==> config.mk <==
export PLATFORM = sky130hd
export DESIGN_NAME = ibex_trace_streamer
export DESIGN_NICKNAME = d
export VERILOG_FILES = /design/src/rtl/ibex_trace_pkg.sv /design/src/rtl/ibex_trace_rec_fifo.sv /design/src/rtl/ibex_trace_streamer.sv
export SDC_FILE = /design/constraint.sdc
export NUM_CORES = 1
export LEC_CHECK = 0
export ABC_AREA = 1
export ABC_CLOCK_PERIOD_IN_PS = 17800
export CORE_ASPECT_RATIO = 0.75
export CORE_MARGIN = 2
export CORE_UTILIZATION = 34
export DETAILED_ROUTE_END_ITERATION = 12
export GPL_TIMING_DRIVEN = 1
export PLACE_DENSITY = 0.61
export SLEW_MARGIN = 5
export SYNTH_ARGS = -nofsm -noshare
export SYNTH_HDL_FRONTEND = slang
export SYNTH_SLANG_ARGS = --single-unit
==> constraint.sdc <==
create_clock -name clk_i -period 17.8 [get_ports clk_i]
set_input_delay 3.56 -clock clk_i [delete_from_list [all_inputs] [get_ports clk_i]]
set_output_delay 3.56 -clock clk_i [all_outputs]
set_load 0.01 [all_outputs]
==> src/rtl/ibex_trace_pkg.sv <==
// Shared types for the RVFI trace streamer: record layout, serialiser states and meta-word bit positions.
// The optional drop counter is enabled by defining IBEX_TRACE_DROP_CNT_EN.
package ibex_trace_pkg;

  typedef struct packed {
    logic [31:0] pc;
    logic [31:0] insn;
    logic [31:0] wdata;
    logic [31:0] meta;
  } trace_rec_t;

  typedef enum logic [1:0] {
    S_PC    = 2'd0,
    S_INSN  = 2'd1,
    S_WDATA = 2'd2,
    S_META  = 2'd3
  } ser_state_e;

  localparam int unsigned META_RD_LSB    = 0;
  localparam int unsigned META_RD_MSB    = 4;
  localparam int unsigned META_TRAP      = 5;
  localparam int unsigned META_INTR      = 6;
  localparam int unsigned META_MODE_LSB  = 7;
  localparam int unsigned META_MODE_MSB  = 8;
  localparam int unsigned META_DROP      = 9;
  localparam int unsigned META_ORDER_LSB = 16;
  localparam int unsigned META_ORDER_MSB = 31;

  function automatic logic [31:0] build_meta(input logic [4:0]  rd_addr,
                                             input logic        trap,
                                             input logic        intr,
                                             input logic [1:0]  mode,
                                             input logic        drop_before,
                                             input logic [15:0] order);
    logic [31:0] meta;
    meta = '0;
    meta[META_RD_MSB:META_RD_LSB]       = rd_addr;
    meta[META_TRAP]                     = trap;
    meta[META_INTR]                     = intr;
    meta[META_MODE_MSB:META_MODE_LSB]   = mode;
    meta[META_DROP]                     = drop_before;
    meta[META_ORDER_MSB:META_ORDER_LSB] = order;
    return meta;
  endfunction

endpackage

==> src/rtl/ibex_trace_rec_fifo.sv <==
// Record FIFO for the trace streamer. A push into a full FIFO is taken when a pop
// happens in the same cycle; pointers wrap naturally because Depth is a power of two.
module ibex_trace_rec_fifo
  import ibex_trace_pkg::*;
#(
  parameter int unsigned Depth = 4,
  parameter type         rec_t = trace_rec_t
) (
  input  logic clk_i,
  input  logic rst_ni,
  input  logic push_i,
  input  rec_t wdata_i,
  input  logic pop_i,
  output rec_t rdata_o,
  output logic full_o,
  output logic empty_o
);

  localparam int unsigned PtrW = (Depth > 1) ? $clog2(Depth) : 1;
  localparam int unsigned CntW = $clog2(Depth) + 1;

  rec_t            mem_q [Depth];
  logic [PtrW-1:0] rd_ptr_q, wr_ptr_q;
  logic [CntW-1:0] count_q;
  logic            push_en, pop_en;

  assign empty_o = (count_q == '0);
  assign full_o  = (count_q == CntW'(Depth));
  assign pop_en  = pop_i & ~empty_o;
  assign push_en = push_i & (~full_o | pop_en);
  assign rdata_o = mem_q[rd_ptr_q];

  // Storage carries no reset; validity is tracked entirely by count_q.
  always_ff @(posedge clk_i) begin
    if (push_en) mem_q[wr_ptr_q] <= wdata_i;
  end

  always_ff @(posedge clk_i or negedge rst_ni) begin
    if (!rst_ni) begin
      rd_ptr_q <= '0;
      wr_ptr_q <= '0;
      count_q  <= '0;
    end else begin
      if (push_en) wr_ptr_q <= wr_ptr_q + PtrW'(1);
      if (pop_en)  rd_ptr_q <= rd_ptr_q + PtrW'(1);
      case ({push_en, pop_en})
        2'b10:   count_q <= count_q + CntW'(1);
        2'b01:   count_q <= count_q - CntW'(1);
        default: count_q <= count_q;
      endcase
    end
  end

endmodule

==> src/rtl/ibex_trace_streamer.sv <==
// Captures RVFI retirements into a record FIFO and serialises each as PC/INSN/WDATA/META words.
// Define IBEX_TRACE_DROP_CNT_EN to build the saturating 16-bit dropped-record counter.
module ibex_trace_streamer
  import ibex_trace_pkg::*;
#(
  parameter int unsigned Depth = 4
) (
  input  logic        clk_i,
  input  logic        rst_ni,
  input  logic        enable_i,
  input  logic        rvfi_valid_i,
  input  logic [63:0] rvfi_order_i,
  input  logic [31:0] rvfi_pc_rdata_i,
  input  logic [31:0] rvfi_insn_i,
  input  logic [4:0]  rvfi_rd_addr_i,
  input  logic [31:0] rvfi_rd_wdata_i,
  input  logic        rvfi_trap_i,
  input  logic        rvfi_intr_i,
  input  logic [1:0]  rvfi_mode_i,
  output logic        trace_valid_o,
  input  logic        trace_ready_i,
  output logic [31:0] trace_data_o,
  output logic        trace_last_o,
  output logic        overflow_o,
  output logic [15:0] drop_cnt_o,
  input  logic        clr_ovf_i,
  output ser_state_e  dbg_state_o
);

  // Sink handshake: a word transfers in any cycle with trace_valid_o & trace_ready_i;
  // trace_data_o/trace_last_o hold steady while valid is high and ready is low.

  ser_state_e state_q, state_d;
  trace_rec_t rec_in, head;
  logic       capture, accept, drop, hs, pop;
  logic       full, empty;
  logic       drop_pend_q, overflow_q;
  logic       unused_order;

  assign unused_order = ^rvfi_order_i[63:16];

  assign capture       = rvfi_valid_i & enable_i;
  assign trace_valid_o = ~empty;
  assign hs            = trace_valid_o & trace_ready_i;
  assign pop           = hs & (state_q == S_META);
  assign accept        = capture & (~full | pop);
  assign drop          = capture & ~accept;

  assign rec_in.pc    = rvfi_pc_rdata_i;
  assign rec_in.insn  = rvfi_insn_i;
  assign rec_in.wdata = rvfi_rd_wdata_i;
  assign rec_in.meta  = build_meta(rvfi_rd_addr_i, rvfi_trap_i, rvfi_intr_i, rvfi_mode_i,
                                   drop_pend_q, rvfi_order_i[15:0]);

  ibex_trace_rec_fifo #(
    .Depth (Depth),
    .rec_t (trace_rec_t)
  ) u_fifo (
    .clk_i   (clk_i),
    .rst_ni  (rst_ni),
    .push_i  (accept),
    .wdata_i (rec_in),
    .pop_i   (pop),
    .rdata_o (head),
    .full_o  (full),
    .empty_o (empty)
  );

  always_comb begin
    state_d = state_q;
    if (hs) begin
      case (state_q)
        S_PC:    state_d = S_INSN;
        S_INSN:  state_d = S_WDATA;
        S_WDATA: state_d = S_META;
        default: state_d = S_PC;
      endcase
    end
  end

  always_ff @(posedge clk_i or negedge rst_ni) begin
    if (!rst_ni) state_q <= S_PC;
    else         state_q <= state_d;
  end

  assign dbg_state_o = state_q;

  // Output is forced to zero when nothing is buffered so stale storage never leaks out.
  always_comb begin
    trace_data_o = '0;
    trace_last_o = 1'b0;
    if (trace_valid_o) begin
      case (state_q)
        S_PC:    trace_data_o = head.pc;
        S_INSN:  trace_data_o = head.insn;
        S_WDATA: trace_data_o = head.wdata;
        default: begin
          trace_data_o = head.meta;
          trace_last_o = 1'b1;
        end
      endcase
    end
  end

  always_ff @(posedge clk_i or negedge rst_ni) begin
    if (!rst_ni) begin
      drop_pend_q <= 1'b0;
      overflow_q  <= 1'b0;
    end else begin
      if (drop)        drop_pend_q <= 1'b1;
      else if (accept) drop_pend_q <= 1'b0;
      if (drop)           overflow_q <= 1'b1;
      else if (clr_ovf_i) overflow_q <= 1'b0;
    end
  end

  assign overflow_o = overflow_q;

`ifdef IBEX_TRACE_DROP_CNT_EN
  logic [15:0] drop_cnt_q;

  // A drop in the same cycle as a clear restarts the count at one.
  always_ff @(posedge clk_i or negedge rst_ni) begin
    if (!rst_ni) begin
      drop_cnt_q <= '0;
    end else if (drop) begin
      if (clr_ovf_i)                 drop_cnt_q <= 16'd1;
      else if (drop_cnt_q != 16'hFFFF) drop_cnt_q <= drop_cnt_q + 16'd1;
    end else if (clr_ovf_i) begin
      drop_cnt_q <= '0;
    end
  end

  assign drop_cnt_o = drop_cnt_q;
`else
  assign drop_cnt_o = '0;
`endif

endmodule

# After elaboration in Yosys (flattened, before gate mapping)
# Memories as Yosys holds them, arrays and structs flattened.
# Index checks and enable logic that the tools add are counted.
# totals
regBits	11
ram_bits	488
input_bits	175
out_inout_bits	53
wordCells	47
memories	1
# classes
n_addsub	4
eq_ne	6
muxes	12
bitwise	12
reduce_logical	6
# memory_table
name	words	word_bits	rd	rd_clocked_by_memory_dff	wr	line	text
u_fifo.mem_q	4	122	1	0	1	ibex_trace_rec_fifo.sv:22	rec_t mem_q [Depth];
# op_table
op	n
case mux 32 bit (3 select lines)	1
two-way mux 32 bit	1
two-way mux 1 bit	8
AND 1 bit	7
== test 2 bit (second input constant)	3
case mux 2 bit (3 select lines)	1
case mux 3 bit (2 select lines)	1
nonzero test 2 bit	3
adder 2 x 1 -> 2 bit (second input constant)	2
== test 2 x 1 -> 1 bit (second input constant)	2
adder 3 x 1 -> 3 bit (second input constant)	1
== test 3 bit (second input constant)	1
logical NOT 3 bit	1
inverter 1 bit	3
OR reduction 3 bit	1
subtractor 3 x 1 -> 3 bit (second input constant)	1
logical NOT 2 bit	1
OR 1 bit	2

# Depth between registers and ports, before layout
# logic_depth
word_depth	9
mapped_depth	11
depth_no_buf	10

# Hierarchy
# Synthesis repeated with hierarchy kept, for this count alone.
# hier_totals
hier_cells	1754
hier_area_um2	21368.0
# modules_own_cells
mod	instances	cells_per_inst	area_per_inst_um2	seq_area_each_um2
ibex_trace_rec_fifo	1	1429	19716.4	15549.9
ibex_trace_streamer	1	325	1651.6	100.1

# Least setup slack after synthesis
# Ideal clock, no wire load.
# synth_timing
path_type	input -> register
startpoint	in trace_ready_i
endpoint	mem u_fifo.mem_q[0][0] in the netlist's numbering, enable pin
setup_time_ns	0.605
arrival_ns	9.054
t_required_ns	17.195
path_slack_ns	8.141
cell_stages	4
n_path_buf	0
cell_sequence	inv_1 -> o211ai_1 -> nand2_1 -> nor2_1
# synth_between
elab_chain_len	7
elab_cells_between_ends	9
classes_between	2 x mux; 7 x bitwise
# synth_rtl
item	line	text
from (decl)	ibex_trace_streamer.sv:21	input logic trace_ready_i,
AND 1 bit *	ibex_trace_streamer.sv:44	assign hs = trace_valid_o & trace_ready_i;
AND 1 bit *	ibex_trace_streamer.sv:45	assign pop = hs & (state_q == S_META);
OR 1 bit / AND 1 bit (equally long branches)	ibex_trace_streamer.sv:46, ibex_trace_rec_fifo.sv:29	
AND 1 bit / OR 1 bit (equally long branches)	ibex_trace_streamer.sv:46, ibex_trace_rec_fifo.sv:30	
AND 1 bit *	ibex_trace_rec_fifo.sv:30	assign push_en = push_i & (~full_o | pop_en);
two-way mux 1 bit *	ibex_trace_rec_fifo.sv:35	if (push_en) mem_q[wr_ptr_q] <= wdata_i;
two-way mux 1 bit (not written as such) *	ibex_trace_rec_fifo.sv:35	
to (decl)	ibex_trace_rec_fifo.sv:22	
# Every way passes the cells marked *; elsewhere a longest branch is shown, timed or not.

# Worst setup path in the final report
# layout_timing
startpoint	reg u_fifo.rd_ptr_q[0]
endpoint	out trace_data_o[7]
# layout_between
elab_chain_len	3
# layout_rtl
item	line	text
from (decl)	ibex_trace_rec_fifo.sv:23	logic [PtrW-1:0] rd_ptr_q, wr_ptr_q;
from (signal assigned)	ibex_trace_rec_fifo.sv:45	if (pop_en) rd_ptr_q <= rd_ptr_q + PtrW'(1);
memory (4 x 122 bit)	n/a	
case mux 32 bit (3 select lines)	ibex_trace_streamer.sv:93	case (state_q)
two-way mux 32 bit	ibex_trace_streamer.sv:92	if (trace_valid_o) begin
to (decl)	ibex_trace_streamer.sv:22	output logic [31:0] trace_data_o,
# Every way passes these cells.

==> impl_metrics.ini <==
[hold_path]
type_of_the_worst_min_delay_path = flop to flop
min-delay-start = u_fifo.count_q[0]
worstHoldEndpoint = u_fifo.count_q[0]
worstHoldPathCells = 1

[logic_synthesis]
synthesis.instances = 1993
synth_area_per_cell_um2 = 10.7
synth_flop_cell = sky130_fd_sc_hd__edfxtp_1
yosysSeqAreaShare_pct = 70.1
ys.warnings.count = 0
synthTopCellsByArea = sky130_fd_sc_hd__edfxtp_1 69%, sky130_fd_sc_hd__nand2_1 11%, sky130_fd_sc_hd__nand3_1 5.0%
synth_async_sr_flop_share_pct = 2.20
synthesis_stage_register_bit_count = 499
syn-cell-area_um2 = 21300
synth_top_area_share_pct = 68.8
number_of_synthesized_flops_with_an_enable_pin = 488
synth.largest_area_cell = sky130_fd_sc_hd__edfxtp_1
synth_cell_type_count = 25

[power]
power.share.clock_pct = 25.0
p_switching_w = 0.00148
vdd_ir_drop_max_v = 0.000157
cell_internal_pwr_w = 0.00245
switching_share_pct = 37.6
comb_power_share_pct = 36.1
static-leakage-power_nw = 10.1
power.sequential.fraction_pct = 38.9
pwr_density_cell_nw_per_um2 = 157

[routing]
post_drt_via_cell_ratio = 4.67
drc = 0
detail_route.wl_per_cell_um = 18.2
route.final.wire_length_um = 54400
route.vias.total = 13900
postRouteAntennaNets = 0
firstDrtPassIters = 7
number_of_drc_violations_after_detailed_routing_iteration_0 = 1154

[setup_path]
worst_ep_required_time_ns = 14.24
cp_top_family = buffers and inverters
worstPathArrival_ns = 4.91
crit-reg2reg-launch = dbg_state_o[0]
worstSetupPathType = flop to output pin
timing.critical_path.cells = buf_4, buf_4, nand2_1, nand3_1, nand2_1, nand2_1, nand2_1, nor2_1, nor2_1, clkdlybuf4s50_1
rrSetupSlack_ns = 13.72
crit_path_start_kind = flop
slowest_delay_ns = 1.11
worst_reg2reg_path_depth = 7
critPathMaxFanout = 92
setup.worst_path.end_class = output pin
worst_path_max_delay_cell = sky130_fd_sc_hd__dfrtp_4
cp.buffers_inverters = 3
r2r_end = u_fifo.mem_q[2][96]
crit_top_cell = sky130_fd_sc_hd__nand2_1

[floorplan]
die-area_um2 = 64700
floorplan.die.height_um = 221
floorplan.initialDensity_pct = 34.4
std_cell_rows = 79
placeableCoreArea_um2 = 62000
io_pins = 228
floorplan.die.width_um = 293

[sta]
fmax_ghz = 0.118
slew_violations = 0
timing.max_slew.rel_slack_pct = 29.0
clock-skew-final_ns = 0.0186
grt_setup_unrepaired = false
finalHoldWorstSlack_ns = 0.520
fin_crit_sh_pct = 47.6
setup_tns_ns = 0
report.final.setup_viol = 0
finalCriticalPeriod_ns = 8.47
hold_violations = 0
timing_worst_slew_pin_value_ns = 1.06

[global_route]
grt_start_max_net_pins = 93
globalRouteTotalUtil_pct = 16.7
grt_first_pass_wirelength_um = 80900
gr-total-overflow = 0
grt_pass1_vias = 13600
grt_antenna_before_repair = 19

[finish]
multiInputGateArea_um2 = 4750
stdcell_area_um2 = 25100
layout-drive-gt1-share_pct = 4.30
sequential_cell_area_um2 = 14900
nNetsFinal = 2313
synthToLayoutAreaGrowth_pct = 17.7
fill_cells = 5770
finalCoreUtilization_pct = 40.4

[outcome]
status = complete, no violations

[placement]
detailed_place_hpwl_um = 31900
port_buffers = 163
last_weighted_congestion_value_of_the_routability_driven_placer = 0.755
postPlaceCellArea_um2 = 23500

[cts]
clock_tree_from_tritoncts = built
ctsLongestPathBuffers = 3
cts_setup_buffers = 0
clkSinkCount = 499
clock-root-buffer = sky130_fd_sc_hd__clkbuf_16
clock_insertion_delay_worst_skew_ns = 0.59
cts-buffers-inserted = 51
post_cts_hold_buffer_count = 0
clk_pin_slew_worst_paths_ns = 0.06
h-tree-depth = 2
cts-resized-gates = 0

[flow_run]
max_cap_viol_count = 0
[kinds of logic (layout without fill, tap and decap cells)]
kind of cell    after synthesis  count (layout)  share of synthesized area [%]
simple gates                968             968                           18.3
flops                       499             499                           70.1
buf+inv                     397             553                           8.01
compound gates              112             112                           2.64
fa+ha+maj                    11              11                          0.682
xor+xnor                      5               5                          0.206
other cells                   1              25                         0.0176
[per-stage QoR]
step | worst slack, ns | cells | total power, W
4_1_cts | 9.26 | 2974 | 0.00398
6_report | 9.33 | 2983 | 0.00393
3_5_place_dp | 9.92 | 2884 | 0.00299
3_3_place_gp | 9.97 | 2884 | 0.00297
2_1_floorplan | 8.14 | 2008 | 0.00241
5_1_grt | 8.98 | 2978 | 0.00418
[Yosys cell counts, drive strengths merged, types with 4 or more instances]
cell type  count
a21oi          4
buf           85
clkbuf        30
dfrtp         11
edfxtp       488
ha            10
inv          281
nand2        614
nand3        212
nor2         140
o21ai        107
xor2           4
[flip-flops by register name (all words and copies together) (netlist names)]
name / count
overflow_o: 1
u_fifo.wr_ptr_q: 2
drop_pend_q: 1
u_fifo.mem_q: 488
u_fifo.count_q: 3
u_fifo.rd_ptr_q: 2
dbg_state_o: 2
[per-layer routing]
layer  track usage, %  up-vias  share of wire, %
li1                 -     6731                 -
met4             4.46       18               2.2
met5                0        -              0.22
met1             22.0     6686                43
met2             26.9      414                47
met3             5.02       93               8.5
[area by class of cell]
cell class	instances	area share, %
flip-flops and latches	499	59.6
multi-input cells	1112	19.0
repair buffers	181	7.05
clock buffers	66	5.32
inverters	282	4.25
well taps	810	4.04
clock inverters	24	0.704
diodes	9	0.0898
[cell usage in the layout (no fill, tap or decap), types with 13 or more instances in the layout]
| cell type | n |
|---|---|
| sky130_fd_sc_hd__buf_4 | 18 |
| sky130_fd_sc_hd__clkbuf_1 | 15 |
| sky130_fd_sc_hd__clkbuf_16 | 51 |
| sky130_fd_sc_hd__clkdlybuf4s50_1 | 163 |
| sky130_fd_sc_hd__clkinv_1 | 13 |
| sky130_fd_sc_hd__conb_1 | 16 |
| sky130_fd_sc_hd__edfxtp_1 | 488 |
| sky130_fd_sc_hd__inv_1 | 279 |
| sky130_fd_sc_hd__nand2_1 | 614 |
| sky130_fd_sc_hd__nand3_1 | 212 |
| sky130_fd_sc_hd__nor2_1 | 136 |
| sky130_fd_sc_hd__o21ai_0 | 71 |
| sky130_fd_sc_hd__o21ai_1 | 36 |
[worst max path at each step]
| stage | from | to | slack, ns | cells after the start |
|---|---|---|---|---|
| after floorplan | trace_ready_i | u_fifo.mem_q[0][0] | 8.14 | 4 |
| after global placement | u_fifo.rd_ptr_q[0] | trace_data_o[7] | 9.97 | 10 |
| after detailed placement | u_fifo.rd_ptr_q[0] | trace_data_o[7] | 9.92 | 10 |
| after CTS | u_fifo.rd_ptr_q[0] | trace_data_o[7] | 9.26 | 10 |
| after global routing | u_fifo.rd_ptr_q[0] | trace_data_o[7] | 8.98 | 10 |
| final | u_fifo.rd_ptr_q[0] | trace_data_o[7] | 9.33 | 10 |
[power groups by stage]
| stage | combinational, W | clock, W | sequential [W] |
|---|---|---|---|
| 2_1_floorplan | 0.000910 | 0 | 0.00150 |
| 4_1_cts | 0.00144 | 0.00101 | 0.00153 |
| 3_3_place_gp | 0.00142 | 0 | 0.00155 |
| 6_report | 0.00142 | 0.000983 | 0.00153 |
| 3_5_place_dp | 0.00143 | 0 | 0.00155 |
| 5_1_grt | 0.00159 | 0.00105 | 0.00154 |
(Power assumes the default switching activity.)
